### src/rtl/ifetch_pkg.sv
// Shared types and helpers for the instruction fetch queue:
// FSM state encoding, line-offset derivation and the queue entry layout.
package ifetch_pkg;

    typedef enum logic [0:0] {
        ST_RUN   = 1'b0,
        ST_DRAIN = 1'b1
    } ifq_state_t;

    typedef struct packed {
        logic [31:0] pc;
        logic [31:0] instr;
    } ifq_entry_t;

    // Number of byte-offset bits inside one cache line.
    function automatic int line_offs(input int cl_size);
        return $clog2(cl_size / 8);
    endfunction

endpackage

### src/rtl/ifq_fifo.sv
// Circular buffer that accepts FETCH_W entries per push and releases one
// entry per pop. The head entry is read straight from storage, so data is
// visible the cycle after it is written. Flush empties the buffer at once.
module ifq_fifo
    import ifetch_pkg::*;
#(
    parameter int DEPTH   = 8,
    parameter int FETCH_W = 2,
    parameter int CW      = $clog2(DEPTH + 1)
) (
    input  logic                     clk,
    input  logic                     rst,
    input  logic                     flush,
    input  logic                     push,
    input  logic                     pop,
    input  ifq_entry_t [FETCH_W-1:0] push_data,
    output ifq_entry_t               head,
    output logic [CW-1:0]            count
);

    localparam int PW = (DEPTH > 1) ? $clog2(DEPTH) : 1;

    ifq_entry_t    mem [DEPTH];
    logic [PW-1:0] wr_ptr;
    logic [PW-1:0] rd_ptr;
    logic          pop_en;

    function automatic logic [PW-1:0] ptr_add(input logic [PW-1:0] p, input int k);
        return PW'((int'(p) + k) % DEPTH);
    endfunction

    // A pop only happens when something is there and no flush overrides it.
    assign pop_en = pop && (count != '0) && !flush;
    assign head   = mem[rd_ptr];

    // Pointer and occupancy tracking; flush takes priority over push/pop.
    always_ff @(posedge clk or posedge rst) begin
        if (rst) begin
            wr_ptr <= '0;
            rd_ptr <= '0;
            count  <= '0;
        end else if (flush) begin
            wr_ptr <= '0;
            rd_ptr <= '0;
            count  <= '0;
        end else begin
            if (push)
                wr_ptr <= ptr_add(wr_ptr, FETCH_W);
            if (pop_en)
                rd_ptr <= ptr_add(rd_ptr, 1);
            count <= count + (push ? CW'(FETCH_W) : CW'(0)) - (pop_en ? CW'(1) : CW'(0));
        end
    end

    // Entry storage: FETCH_W consecutive slots written in slot order.
    always_ff @(posedge clk) begin
        if (push && !flush) begin
            for (int i = 0; i < FETCH_W; i++)
                mem[ptr_add(wr_ptr, i)] <= push_data[i];
        end
    end

endmodule

### src/rtl/ifetch_queue.sv
// Fetch stage behind the split even/odd instruction cache. Takes the line
// pair returned each cycle, extracts FETCH_W sequential instructions starting
// at the fetch PC (possibly straddling into the next line), and queues them
// toward decode. Owns the fetch PC and discards the two cycles of in-flight
// responses after a redirect.
// Optional: define IFQ_STATS_EN to add the drop_cnt output, a saturating
// count of RUN cycles where both banks hit but the pair was rejected.
module ifetch_queue
    import ifetch_pkg::*;
#(
    parameter int          CL_SIZE  = 128,
    parameter int          FETCH_W  = 2,
    parameter int          DEPTH    = 8,
    parameter logic [31:0] RESET_PC = 32'h0000_0000
) (
    input  logic               clk,
    input  logic               rst,
    input  logic               hit_e,
    input  logic               hit_o,
    input  logic [CL_SIZE-1:0] cl_e,
    input  logic [CL_SIZE-1:0] cl_o,
    input  logic [31:0]        addr_out_e,
    input  logic [31:0]        addr_out_o,
    input  logic               is_write_e,
    input  logic               is_write_o,
    input  logic               redirect,
    input  logic [31:0]        redirect_pc,
    output logic [31:0]        fetch_pc,
    output logic               deq_valid,
    input  logic               deq_ready,
    output logic [31:0]        deq_instr,
    output logic [31:0]        deq_pc,
    output logic               ifq_full
`ifdef IFQ_STATS_EN
    ,
    output logic [31:0]        drop_cnt
`endif
);

    localparam int OFFS = line_offs(CL_SIZE);
    localparam int WPL  = CL_SIZE / 32;
    localparam int WI   = $clog2(2 * WPL);
    localparam int LW   = 32 - OFFS;
    localparam int CW   = $clog2(DEPTH + 1);

    ifq_state_t               state;
    logic [1:0]               drain_cnt;
    logic [31:0]              pc_q;
    logic [CW-1:0]            count;
    ifq_entry_t               head;

    logic [CL_SIZE-1:0]       cur_line;
    logic [CL_SIZE-1:0]       nxt_line;
    logic [31:0]              cur_addr;
    logic [31:0]              nxt_addr;
    logic [LW-1:0]            pc_line;
    logic [LW-1:0]            pc_line_nxt;
    logic [31:0]              win_words [2*WPL];
    logic [WI-1:0]            word_base;
    ifq_entry_t [FETCH_W-1:0] slots;
    logic                     pair_ok;
    logic                     room_ok;
    logic                     accept;
    logic                     unused_addr_bits;

    // Offset bits of the returned addresses carry no information here.
    assign unused_addr_bits = ^{addr_out_e[OFFS-1:0], addr_out_o[OFFS-1:0]};

    // The bank holding the fetch PC is "current"; the other bank must hold
    // the sequentially following line.
    assign pc_line     = pc_q[31:OFFS];
    assign pc_line_nxt = pc_line + LW'(1);
    assign cur_line    = pc_q[OFFS] ? cl_o : cl_e;
    assign nxt_line    = pc_q[OFFS] ? cl_e : cl_o;
    assign cur_addr    = pc_q[OFFS] ? addr_out_o : addr_out_e;
    assign nxt_addr    = pc_q[OFFS] ? addr_out_e : addr_out_o;

    assign pair_ok = hit_e && hit_o && !is_write_e && !is_write_o
                     && (cur_addr[31:OFFS] == pc_line)
                     && (nxt_addr[31:OFFS] == pc_line_nxt);
    // Room is judged on the occupancy before any pop this cycle.
    assign room_ok = (count <= CW'(DEPTH - FETCH_W));
    assign accept  = (state == ST_RUN) && !redirect && pair_ok && room_ok;

    // Two-line window {next, current} split into 32-bit words.
    always_comb begin
        for (int w = 0; w < WPL; w++) begin
            win_words[w]       = cur_line[32*w +: 32];
            win_words[WPL + w] = nxt_line[32*w +: 32];
        end
    end

    assign word_base = WI'(pc_q[OFFS-1:2]);

    // Slot i is the word at fetch_pc + 4i; high slots spill into the next line.
    always_comb begin
        for (int i = 0; i < FETCH_W; i++) begin
            slots[i].pc    = pc_q + 32'(4 * i);
            slots[i].instr = win_words[word_base + WI'(i)];
        end
    end

    // Fetch control: fetch PC, RUN/DRAIN state and the post-redirect drain count.
    always_ff @(posedge clk or posedge rst) begin
        if (rst) begin
            state     <= ST_RUN;
            drain_cnt <= 2'd0;
            pc_q      <= RESET_PC;
        end else if (redirect) begin
            state     <= ST_DRAIN;
            drain_cnt <= 2'd2;
            pc_q      <= redirect_pc & ~32'h3;
        end else begin
            case (state)
                ST_RUN: begin
                    if (accept)
                        pc_q <= pc_q + 32'(4 * FETCH_W);
                end
                ST_DRAIN: begin
                    if (drain_cnt <= 2'd1) begin
                        state     <= ST_RUN;
                        drain_cnt <= 2'd0;
                    end else begin
                        drain_cnt <= drain_cnt - 2'd1;
                    end
                end
                default: state <= ST_RUN;
            endcase
        end
    end

    ifq_fifo #(
        .DEPTH   (DEPTH),
        .FETCH_W (FETCH_W),
        .CW      (CW)
    ) u_fifo (
        .clk       (clk),
        .rst       (rst),
        .flush     (redirect),
        .push      (accept),
        .pop       (deq_ready),
        .push_data (slots),
        .head      (head),
        .count     (count)
    );

    assign fetch_pc  = pc_q;
    assign deq_valid = (count != '0);
    // Storage is not reset, so the head is masked while the queue is empty.
    assign deq_instr = deq_valid ? head.instr : 32'h0;
    assign deq_pc    = deq_valid ? head.pc : 32'h0;
    assign ifq_full  = (count > CW'(DEPTH - FETCH_W));

`ifdef IFQ_STATS_EN
    // Saturating count of RUN cycles where both banks hit but nothing was taken.
    always_ff @(posedge clk or posedge rst) begin
        if (rst)
            drop_cnt <= 32'h0;
        else if ((state == ST_RUN) && !redirect && hit_e && hit_o && !accept
                 && (drop_cnt != 32'hFFFF_FFFF))
            drop_cnt <= drop_cnt + 32'd1;
    end
`endif

endmodule

### config.mk
export PLATFORM = sky130hd
export DESIGN_NAME = ifetch_queue
export DESIGN_NICKNAME = d
export VERILOG_FILES = /design/src/rtl/ifetch_pkg.sv /design/src/rtl/ifq_fifo.sv /design/src/rtl/ifetch_queue.sv
export SDC_FILE = /design/constraint.sdc
export NUM_CORES = 1
export LEC_CHECK = 0
export CAP_MARGIN = 25
export CORE_MARGIN = 1.5
export CORE_UTILIZATION = 35
export CTS_CLUSTER_DIAMETER = 150
export DETAILED_ROUTE_END_ITERATION = 8
export HOLD_SLACK_MARGIN = 0.08
export PLACE_DENSITY = 0.54
export SETUP_SLACK_MARGIN = 0.5
export SKIP_CTS_REPAIR_TIMING = 1
export SLEW_MARGIN = 20
export SYNTH_ARGS = -nofsm -noshare
export SYNTH_HDL_FRONTEND = slang
export SYNTH_SLANG_ARGS = --single-unit
### constraint.sdc
create_clock -name clk -period 4.16 [get_ports clk]
set_input_delay 0.832 -clock clk [delete_from_list [all_inputs] [get_ports clk]]
set_output_delay 0.832 -clock clk [all_outputs]
set_load 0.05 [all_outputs]
==> qor.txt, run 1 <==
Clock Latency Late Sink = 0.63 ns
period utilization = 0.894
nets = 3185
XOR/XNOR share of the synthesized area = 0.0467
#FFs+latches synth = 538
first-pass GRT wire length = 149000 µm
Cell Count, Final, Fillers Out = 4044
final hold violations = 0
drt wl/cell = 26.1 µm
Mapped Avg Cell Area = 13.7 µm²
design area = 0.0419 mm²
Synth Area in Compound Gates = 0.0192
Via-to-Cell Ratio = 5.48
Async SR Flop Fraction = 0.0781
initial antenna violation count = 5
post-route ant nets = 0
WP data required = 3.33 ns
YS warnings = 0
post-synthesis adder-cell area fraction = 0.00567
area of the multi-input gates = 0.0151 mm²
number of synthesized flops with an enable pin = 496
dpl hpwl = 72600 µm
final setup vio count = 0
Die Area = 0.0938 mm²
clock slew at reported path FFs = 0.06 ns
RSZ-0062 raised after global routing = true
Lkg Pwr = 15.7 nW
status = finished, final reports clean
share of cells above drive strength 1 = 0.241
Synth cell types = 63
Worst Max-Slew Pin Slew = 1.10 ns
drt pass-1 iters = 7
post-layout min period = 3.72 ns
DIE WIDTH = 306 µm
GR Overflow Total = 0
CTS Buffer Depth = 3
PwrDens = 445 mW/mm²
Syn Inst Count = 2356
largest net degree at the start of global routing = 109
row cnt = 111
FILL cells = 8117
Root Driver = clkbuf_16
critical path capture point type = output port
kind of critical path = reg2out
fmax = 269 MHz
area leader, netlist = edfxtp_1
GP Congestion = 0.942
register area share after synthesis = 0.495
Max-slew headroom = 0.266
Initial Util = 0.352
CTS tree = done
WL final = 105000 µm
Synth area leaders = edfxtp_1, mux4_2, mux2i_1, xnor2_1, dfrtp_1
final hold slack = 0.490 ns
initial drt markers = 1833
top cell type's share of synthesized area = 0.463
floorplan core area = 0.0914 mm²
clk_skew = 0.0431 ns
register area = 0.0160 mm²
Final Util = 0.458
# clock sinks = 538
max-slew violations = 0
Hold WC Path Type = in2async
Remaining DRCs = 0
Num CTS Buffers = 58
Synth Area in Simple Gates = 0.0756
VDD IR max = 0.320 mV
max-cap viol count = 0
gr usage total = 0.213
IO Port Bufs = 443
placed inst area = 0.0387 mm²
largest family of logic cells by synthesized area = multiplexers
critical path fanouts, max = 14
vias in the first global route = 23104
Die Height = 306 µm
# IOs = 458
dpl cells = 3883
CP arrival = 2.89 ns
H-tree depth = 2
total vias in the final route = 22159
multiplexer area fraction after synthesis = 0.307
type of origin of the critical path = flop
Post-Syn Area = 0.0322 mm²
main flop type after synthesis = edfxtp_1
P&R area growth vs syn = 30.0%
[metal layers]
metal / wire length, µm / track usage / vias to the layer above
met3: 5530 / 0.0256 / 121
met4: 2250 / 0.0536 / 0
met5: 0 / 0 / -
li1: - / - / 9902
met1: 42500 / 0.272 / 11482
met2: 55200 / 0.381 / 654
[synthesized netlist by cell type (2+ instances only)]
cell type and count:
mux2_1 3, clkbuf_1 152, buf_4 15, buf_1 52
nand3b_1 2, nor4b_1 2, mux2_2 11, or4_1 5
nand4_1 32, a311o_1 3, nand2b_1 8, nor3_1 20
clkinv_1 2, dfrtp_1 42, xnor2_1 166, xor2_1 3
a31o_2 3, a21o_1 16, nor2_1 109, nand2_1 126
inv_1 114, mux4_2 252, and3_1 12, nor4_1 18
edfxtp_1 496, o21ai_0 9, nor4_2 2, ha_1 13
or3_1 6, buf_6 18, a31oi_1 27, a21oi_1 6
nor2b_1 3, and4_1 11, a211oi_1 3, nand2_2 2
mux2i_1 404, and2_1 10, nand3_1 125, o31a_1 7
buf_2 24
[layout make-up]
cell class,count,area share
multi-input combinational,1444,0.360
antenna,6,0.000359
inverter,117,0.0113
clock buffer,71,0.0365
tap,1186,0.0354
sequential,538,0.382
clock inverter,30,0.00744
timing repair buffer,652,0.167
[cell usage in the layout, fill, tap and decap left out, types with 16 or more instances in the layout]
cell | synthesis | layout
mux2i_1 | 404 | 392
clkdlybuf4s50_1 | 0 | 380
a31oi_1 | 27 | 27
mux4_2 | 252 | 252
a21o_1 | 16 | 16
buf_12 | 0 | 50
clkbuf_16 | 0 | 69
xnor2_1 | 166 | 157
inv_1 | 114 | 102
edfxtp_1 | 496 | 496
nand3_1 | 125 | 123
buf_4 | 15 | 156
nor3_1 | 20 | 19
dfrtp_2 | 0 | 21
dlymetal6s2s_1 | 0 | 30
nand2_1 | 126 | 122
nor2_1 | 109 | 108
nand4_1 | 32 | 32
[per-stage QoR]
step / TNS (ns) / setup WS (ns) / power (mW)
global placement: -26.02 / -0.161 / 13.2
floorplan: 0 / 0.159 / 10.9
CTS: 0 / 0.0568 / 18.4
global route: 0 / 0.301 / 19.4
detailed placement: -114.72 / -0.262 / 13.3
finish: 0 / 0.443 / 18.6
[state kept, by name, summed over array words and instances, names as in the netlist]
| signal | flops |
|---|---|
| drain_cnt | 2 |
| fetch_pc | 30 |
| state | 1 |
| u_fifo.count | 4 |
| u_fifo.mem | 496 |
| u_fifo.rd_ptr | 3 |
| u_fifo.wr_ptr | 2 |
[critical path, stage by stage, from the launching register on]
cell            delay [ns]
dfrtp_1               0.41
inv_1                 0.07
ha_1                  0.37
and3_4                0.37
buf_4                 0.20
buf_4                 0.13
nor2_1                0.25
dlymetal6s2s_1        0.48
[cell families (layout without fill, tap and decap cells)]
kind of cell    after synthesis  after routing
compound gates               87             87
xor+xnor                    170            170
fa+ha+maj                    14             14
buf+inv                     378            870
flops                       538            538
mux                         670            670
other cells                   1             10
simple gates                498            499
[power breakdown]
part | switching (mW) | internal [mW] | leakage (nW)
combinational | 4.30 | 3.04 | 9.88
sequential | 0.102 | 6.11 | 4.91
clock | 2.12 | 2.96 | 0.904
total | 6.52 | 12.1 | 15.7
[final timing paths]
path | startpoint | to | slack (ns) | depth (start not counted)
worst max register to register | fetch_pc[4] | u_fifo.count[3] | 0.47 | 16
max in group asynchronous | rst | fetch_pc[4] | 2.86 | 4
worst min register to register | drain_cnt[1] | state | 0.51 | 2
worst max-delay path | u_fifo.count[2] | deq_instr[1] | 0.44 | 7
min in group clk | drain_cnt[1] | state | 0.51 | 2
worst min-delay path | rst | state | 0.49 | 2
(Power assumes the default switching activity.)
==> run 2, diff against run 1 <==
--- a/config.mk
+++ b/config.mk
@@ -8,7 +8,9 @@
 export CAP_MARGIN = 25
 export CORE_MARGIN = 1.5
 export CORE_UTILIZATION = 35
+export CTS_BUF_LIST = sky130_fd_sc_hd__clkbuf_8 sky130_fd_sc_hd__clkbuf_16
 export CTS_CLUSTER_DIAMETER = 150
+export CTS_CLUSTER_SIZE = 28
 export DETAILED_ROUTE_END_ITERATION = 8
 export HOLD_SLACK_MARGIN = 0.08
 export PLACE_DENSITY = 0.54
==> qor.txt, run 2 (same netlist as run 1, synthesis figures left out) <==
status = finished, final reports clean
vias in the first global route = 22775
WP data required = 3.33 ns
dpl hpwl = 72600 µm
RSZ-0062 raised after global routing = true
PwrDens = 389 mW/mm²
Initial Util = 0.352
Final Util = 0.461
period utilization = 0.928
post-layout min period = 3.86 ns
critical path fanouts, max = 20
VDD IR max = 0.319 mV
drt pass-1 iters = 5
total vias in the final route = 22474
Most flops, register = u_fifo.mem
nets = 3217
floorplan core area = 0.0914 mm²
drt wl/cell = 27.2 µm
WL final = 110000 µm
top cell family by delay on the critical path = buffers and inverters
share of cells above drive strength 1 = 0.254
row cnt = 111
final hold slack = 0.469 ns
max-cap viol count = 0
Die Area = 0.0938 mm²
clock slew at reported path FFs = 0.12 ns
CTS tree = done
CP bufs+invs = 3
Hold WC Path Type = in2async
# clock sinks = 538
WP depth = 6
P&R area growth vs syn = 31.0%
DIE WIDTH = 306 µm
initial antenna violation count = 6
type of origin of the critical path = flop
gr usage total = 0.210
initial drt markers = 1949
IO Port Bufs = 443
first-pass GRT wire length = 148000 µm
# IOs = 458
clk_skew = 0.0423 ns
post-route ant nets = 0
GR Overflow Total = 0
Num CTS Buffers = 23
final hold violations = 0
critical path capture point type = output port
Die Height = 306 µm
H-tree depth = 1
area of the multi-input gates = 0.0152 mm²
CTS Buffer Depth = 3
CP max stage delay = 0.70 ns
reg2reg path depth = 16
register area = 0.0160 mm²
GP Congestion = 0.942
Lkg Pwr = 15.6 nW
commonest non-fill, non-tap cells in the layout = edfxtp_1, mux2i_1, clkdlybuf4s50_1
fmax = 259 MHz
max FFs per register = 496
Via-to-Cell Ratio = 5.55
FILL cells = 8047
Critical Path, Cell by Cell = buf_12 > buf_12 > mux4_2 > mux2i_1 > nor2_1 > clkdlybuf4s50_1
max-slew violations = 0
commonest non-fill, non-tap cell in the layout = edfxtp_1
largest net degree at the start of global routing = 109
slowest CP cell = clkdlybuf4s50_1
Root Driver = clkbuf_16
Remaining DRCs = 0
Max-slew headroom = 0.0823
kind of critical path = reg2out
Worst Max-Slew Pin Slew = 1.36 ns
CP most frequent cell = buf_12
final setup vio count = 0
Clock Latency Late Sink = 0.61 ns
CP arrival = 3.03 ns
-- run 2: changes by cell type in the layout (fill, tap and decap cells not counted), moves of 9 or more --
cell             before  now
dlymetal6s2s_1       30   17
nand3_2               1   11
buf_8                 5   14
nand3_1             123  107
clkdlybuf4s50_1     380  389
buf_12               50   64
buf_6                14   23
clkinv_1             15    3
inv_1               102  117
clkbuf_1             10    0
-- run 2: path summary, 6_finish.rpt --
kind,slack [ns],to,startpoint
setup / recovery,0.30,deq_pc[4],u_fifo.rd_ptr[0]
hold / removal,0.47,state,rst
setup reg to reg,0.39,u_fifo.mem[4][56],fetch_pc[4]
min in group clk,0.52,state,drain_cnt[1]
hold reg to reg,0.52,state,drain_cnt[1]
max in group asynchronous,2.85,fetch_pc[23],rst
-- run 2: metal layers --
| layer | vias to the layer above | part of all wire | wire length (µm) | track usage |
|---|---|---|---|---|
| met5 | - | 0 | 0 | 0 |
| met4 | 0 | 0.020 | 2250 | 0.0464 |
| met3 | 97 | 0.050 | 5530 | 0.0232 |
| met2 | 715 | 0.52 | 57200 | 0.378 |
| met1 | 11742 | 0.41 | 45300 | 0.271 |
| li1 | 9920 | - | - | - |
-- run 2: through the flow --
| step | cell area [µm²] | setup TNS [ns] | power [mW] | std cells | worst slack (ns) |
|---|---|---|---|---|---|
| after global placement | 38700 | -26.02 | 13.2 | 3882 | -0.161 |
| after global routing | 42200 | 0 | 17.0 | 4051 | 0.194 |
| after floorplan | 32500 | 0 | 10.9 | 2359 | 0.159 |
| after detailed placement | 38700 | -114.72 | 13.3 | 3883 | -0.262 |
| final | 42200 | 0 | 16.4 | 4051 | 0.301 |
| after CTS | 39400 | 0 | 16.0 | 3925 | 0.0353 |
-- run 2: power breakdown --
| part | internal [mW] | switching, mW | leakage, nW | total (mW) |
|---|---|---|---|---|
| logic | 3.08 | 4.35 | 10.3 | 7.44 |
| registers | 6.10 | 0.0941 | 4.92 | 6.19 |
| clock network | 1.06 | 1.73 | 0.386 | 2.79 |
-- run 2: layout make-up --
type | instances | share of cell area
tap | 1186 | 0.0352
sequential | 538 | 0.379
multi-input combinational | 1444 | 0.361
inverter | 117 | 0.0112
clock inverter | 18 | 0.00214
clock buffer | 24 | 0.0140
timing repair buffer | 719 | 0.196
antenna | 5 | 0.000297
==> run 3, diff against run 2 <==
--- a/config.mk
+++ b/config.mk
@@ -19,4 +19,5 @@
 export SLEW_MARGIN = 20
 export SYNTH_ARGS = -nofsm -noshare
 export SYNTH_HDL_FRONTEND = slang
+export SYNTH_HIERARCHICAL = 1
 export SYNTH_SLANG_ARGS = --single-unit
==> qor.txt, run 3 <==
synth cell count leaders = edfxtp_1, mux2_2, mux4_2
final setup margin = 0.204 ns
clk_skew = 0.0371 ns
WP data required = 3.33 ns
post-route ant nets = 0
met3 Usage GRT = 0.0225
main flop type after synthesis = edfxtp_1
# IOs = 458
CP bufs+invs = 3
Syn Inst Count = 2193
period utilization = 0.951
#FFs+latches synth = 554
Flop pwr share = 0.406
Initial Util = 0.355
Pint = 10.1 mW
vias in the first global route = 22176
Synth cell types = 58
final hold violations = 0
dpl hpwl = 72400 µm
Final Util = 0.459
IO Port Bufs = 445
top cell family by delay on the critical path = buffers and inverters
Die Area = 0.0968 mm²
area leader, netlist = edfxtp_1
Post-Syn Area = 0.0332 mm²
WL final = 112000 µm
fmax = 253 MHz
type of origin of the critical path = flop
P&R area growth vs syn = 29.5%
Die Height = 311 µm
CP max stage delay = 0.87 ns
Max-slew headroom = 0.284
max-cap viol count = 0
most used routing layer = met2
top-count cell post-synth = edfxtp_1
FILL cells = 8339
total vias in the final route = 21844
CTS Buffer Depth = 3
largest net degree at the start of global routing = 108
Synth area leaders = edfxtp_1, mux4_2, mux2_2, mux2i_1, dfrtp_1
Clock Latency Late Sink = 0.61 ns
clock slew at reported path FFs = 0.11 ns
commonest non-fill, non-tap cells in the layout = edfxtp_1, clkdlybuf4s50_1, mux2_2
YS warnings = 6
PwrDens = 368 mW/mm²
Num CTS Buffers = 23
met2 Resource Use GR = 0.362
status = finished, final reports clean
combinational cell fraction of total power = 0.420
post-synthesis adder-cell area fraction = 0.00512
register area share after synthesis = 0.495
first-pass GRT wire length = 150000 µm
XOR/XNOR share of the synthesized area = 0.0258
Hold WC Path Type = reg2reg
drt pass-1 iters = 5
post-layout min period = 3.96 ns
global-route met1 utilization = 0.275
DP Worst Slack = -0.123 ns
Switch Pwr = 5.70 mW
Most flops, register = u_fifo/mem
H-tree depth = 1
commonest non-fill, non-tap cell in the layout = edfxtp_1
initial antenna violation count = 2
# clock sinks = 554
critical path fanouts, max = 5
row cnt = 112
final setup vio count = 0
Critical Path, Cell by Cell = clkbuf_4 > buf_4 > mux4_2 > mux2_2 > nor2b_1 > clkdlybuf4s50_1
floorplan core area = 0.0936 mm²
Net Sw Frac = 0.361
Setup TNS Final = 0 ns
CP arrival = 3.12 ns
max FFs per register = 512
Synth Area in Simple Gates = 0.0559
Lkg Pwr = 14.7 nW
Mapped Avg Cell Area = 15.1 µm²
Worst Max-Slew Pin Slew = 1.07 ns
VDD IR max = 0.403 mV
Synth Area in Compound Gates = 0.0171
nets = 3066
GR Overflow Total = 0
top cell type's share of synthesized area = 0.463
GP Congestion = 0.919
Root Driver = clkbuf_16
CTS tree = done
multiplexer area fraction after synthesis = 0.356
max-slew violations = 0
number of synthesized flops with an enable pin = 512
gr usage total = 0.206
kind of critical path = reg2out
Via-to-Cell Ratio = 5.51
RSZ-0062 raised after global routing = true
initial drt markers = 1668
slowest CP cell = clkdlybuf4s50_1
drt wl/cell = 28.3 µm
clock share of power = 0.174
DIE WIDTH = 311 µm
largest family of logic cells by synthesized area = multiplexers
Remaining DRCs = 0
critical path capture point type = output port
share of cells above drive strength 1 = 0.382
Async SR Flop Fraction = 0.0758
## run 3: path summary, 6_finish.rpt
path,start,to,slack (ns),depth (start not counted)
max,u_fifo/rd_ptr[1],deq_pc[17],0.20,6
min,drain_cnt[1],state,0.51,2
max reg2reg,fetch_pc[4],u_fifo/mem[7][10],0.30,14
min reg2reg,drain_cnt[1],state,0.51,2
max in group asynchronous,rst,fetch_pc[12],2.88,3
min in group asynchronous,rst,u_fifo/wr_ptr[2],0.74,2
## run 3: power groups by stage
stage	Clock (mW)	Sequential [mW]	Combinational, mW
global route	3.00	6.42	7.00
CTS	2.84	6.46	6.31
finish	2.76	6.42	6.64
global placement	0	6.59	6.21
floorplan	0	6.44	4.25
detailed placement	0	6.59	6.28
## run 3: layout make-up
cell class                      instances  area [µm²]  share of cell area
Antenna cell                            2        5.00            0.000116
Timing Repair Buffer                  728        8500               0.198
Inverter                               30         143             0.00332
Sequential cell                       554       16500               0.383
Tap cell                             1254        1570              0.0365
Clock inverter                         19        81.3             0.00189
Multi-Input combinational cell       1356       15700               0.365
Clock buffer                           23         576              0.0134
## run 3: logic make-up (layout without fill, tap and decap cells)
kind of cell    count (synthesis)  after routing
mux                           818            818
xor+xnor                       98             98
flops                         554            554
compound gates                 81             81
simple gates                  323            326
buf+inv                       305            800
other cells                     1             22
fa+ha+maj                      13             13
## run 3: worst min-delay path: cells and delay by family, from the launching register on
family	cells	cell delay, ns
DFF	1	0.36
and+or+nand+nor	2	0.13
## run 3: metal layers
metal | share of wire | vias to the layer above
li1 | - | 9612
met1 | 0.42 | 11539
met2 | 0.50 | 586
met3 | 0.054 | 105
met4 | 0.023 | 2
met5 | 0.000071 | -
## run 3: metrics by stage
stage                     cells  area (µm²)  total power, mW  hold WS [ns]
after floorplan            2212       33500             10.7         0.459
after global placement     3782       39700             12.8         0.475
after detailed placement   3782       39700             12.9         0.491
after CTS                  3824       40300             15.6         0.516
after global routing       3965       43000             16.4         0.555
final                      3966       43000             15.8         0.512
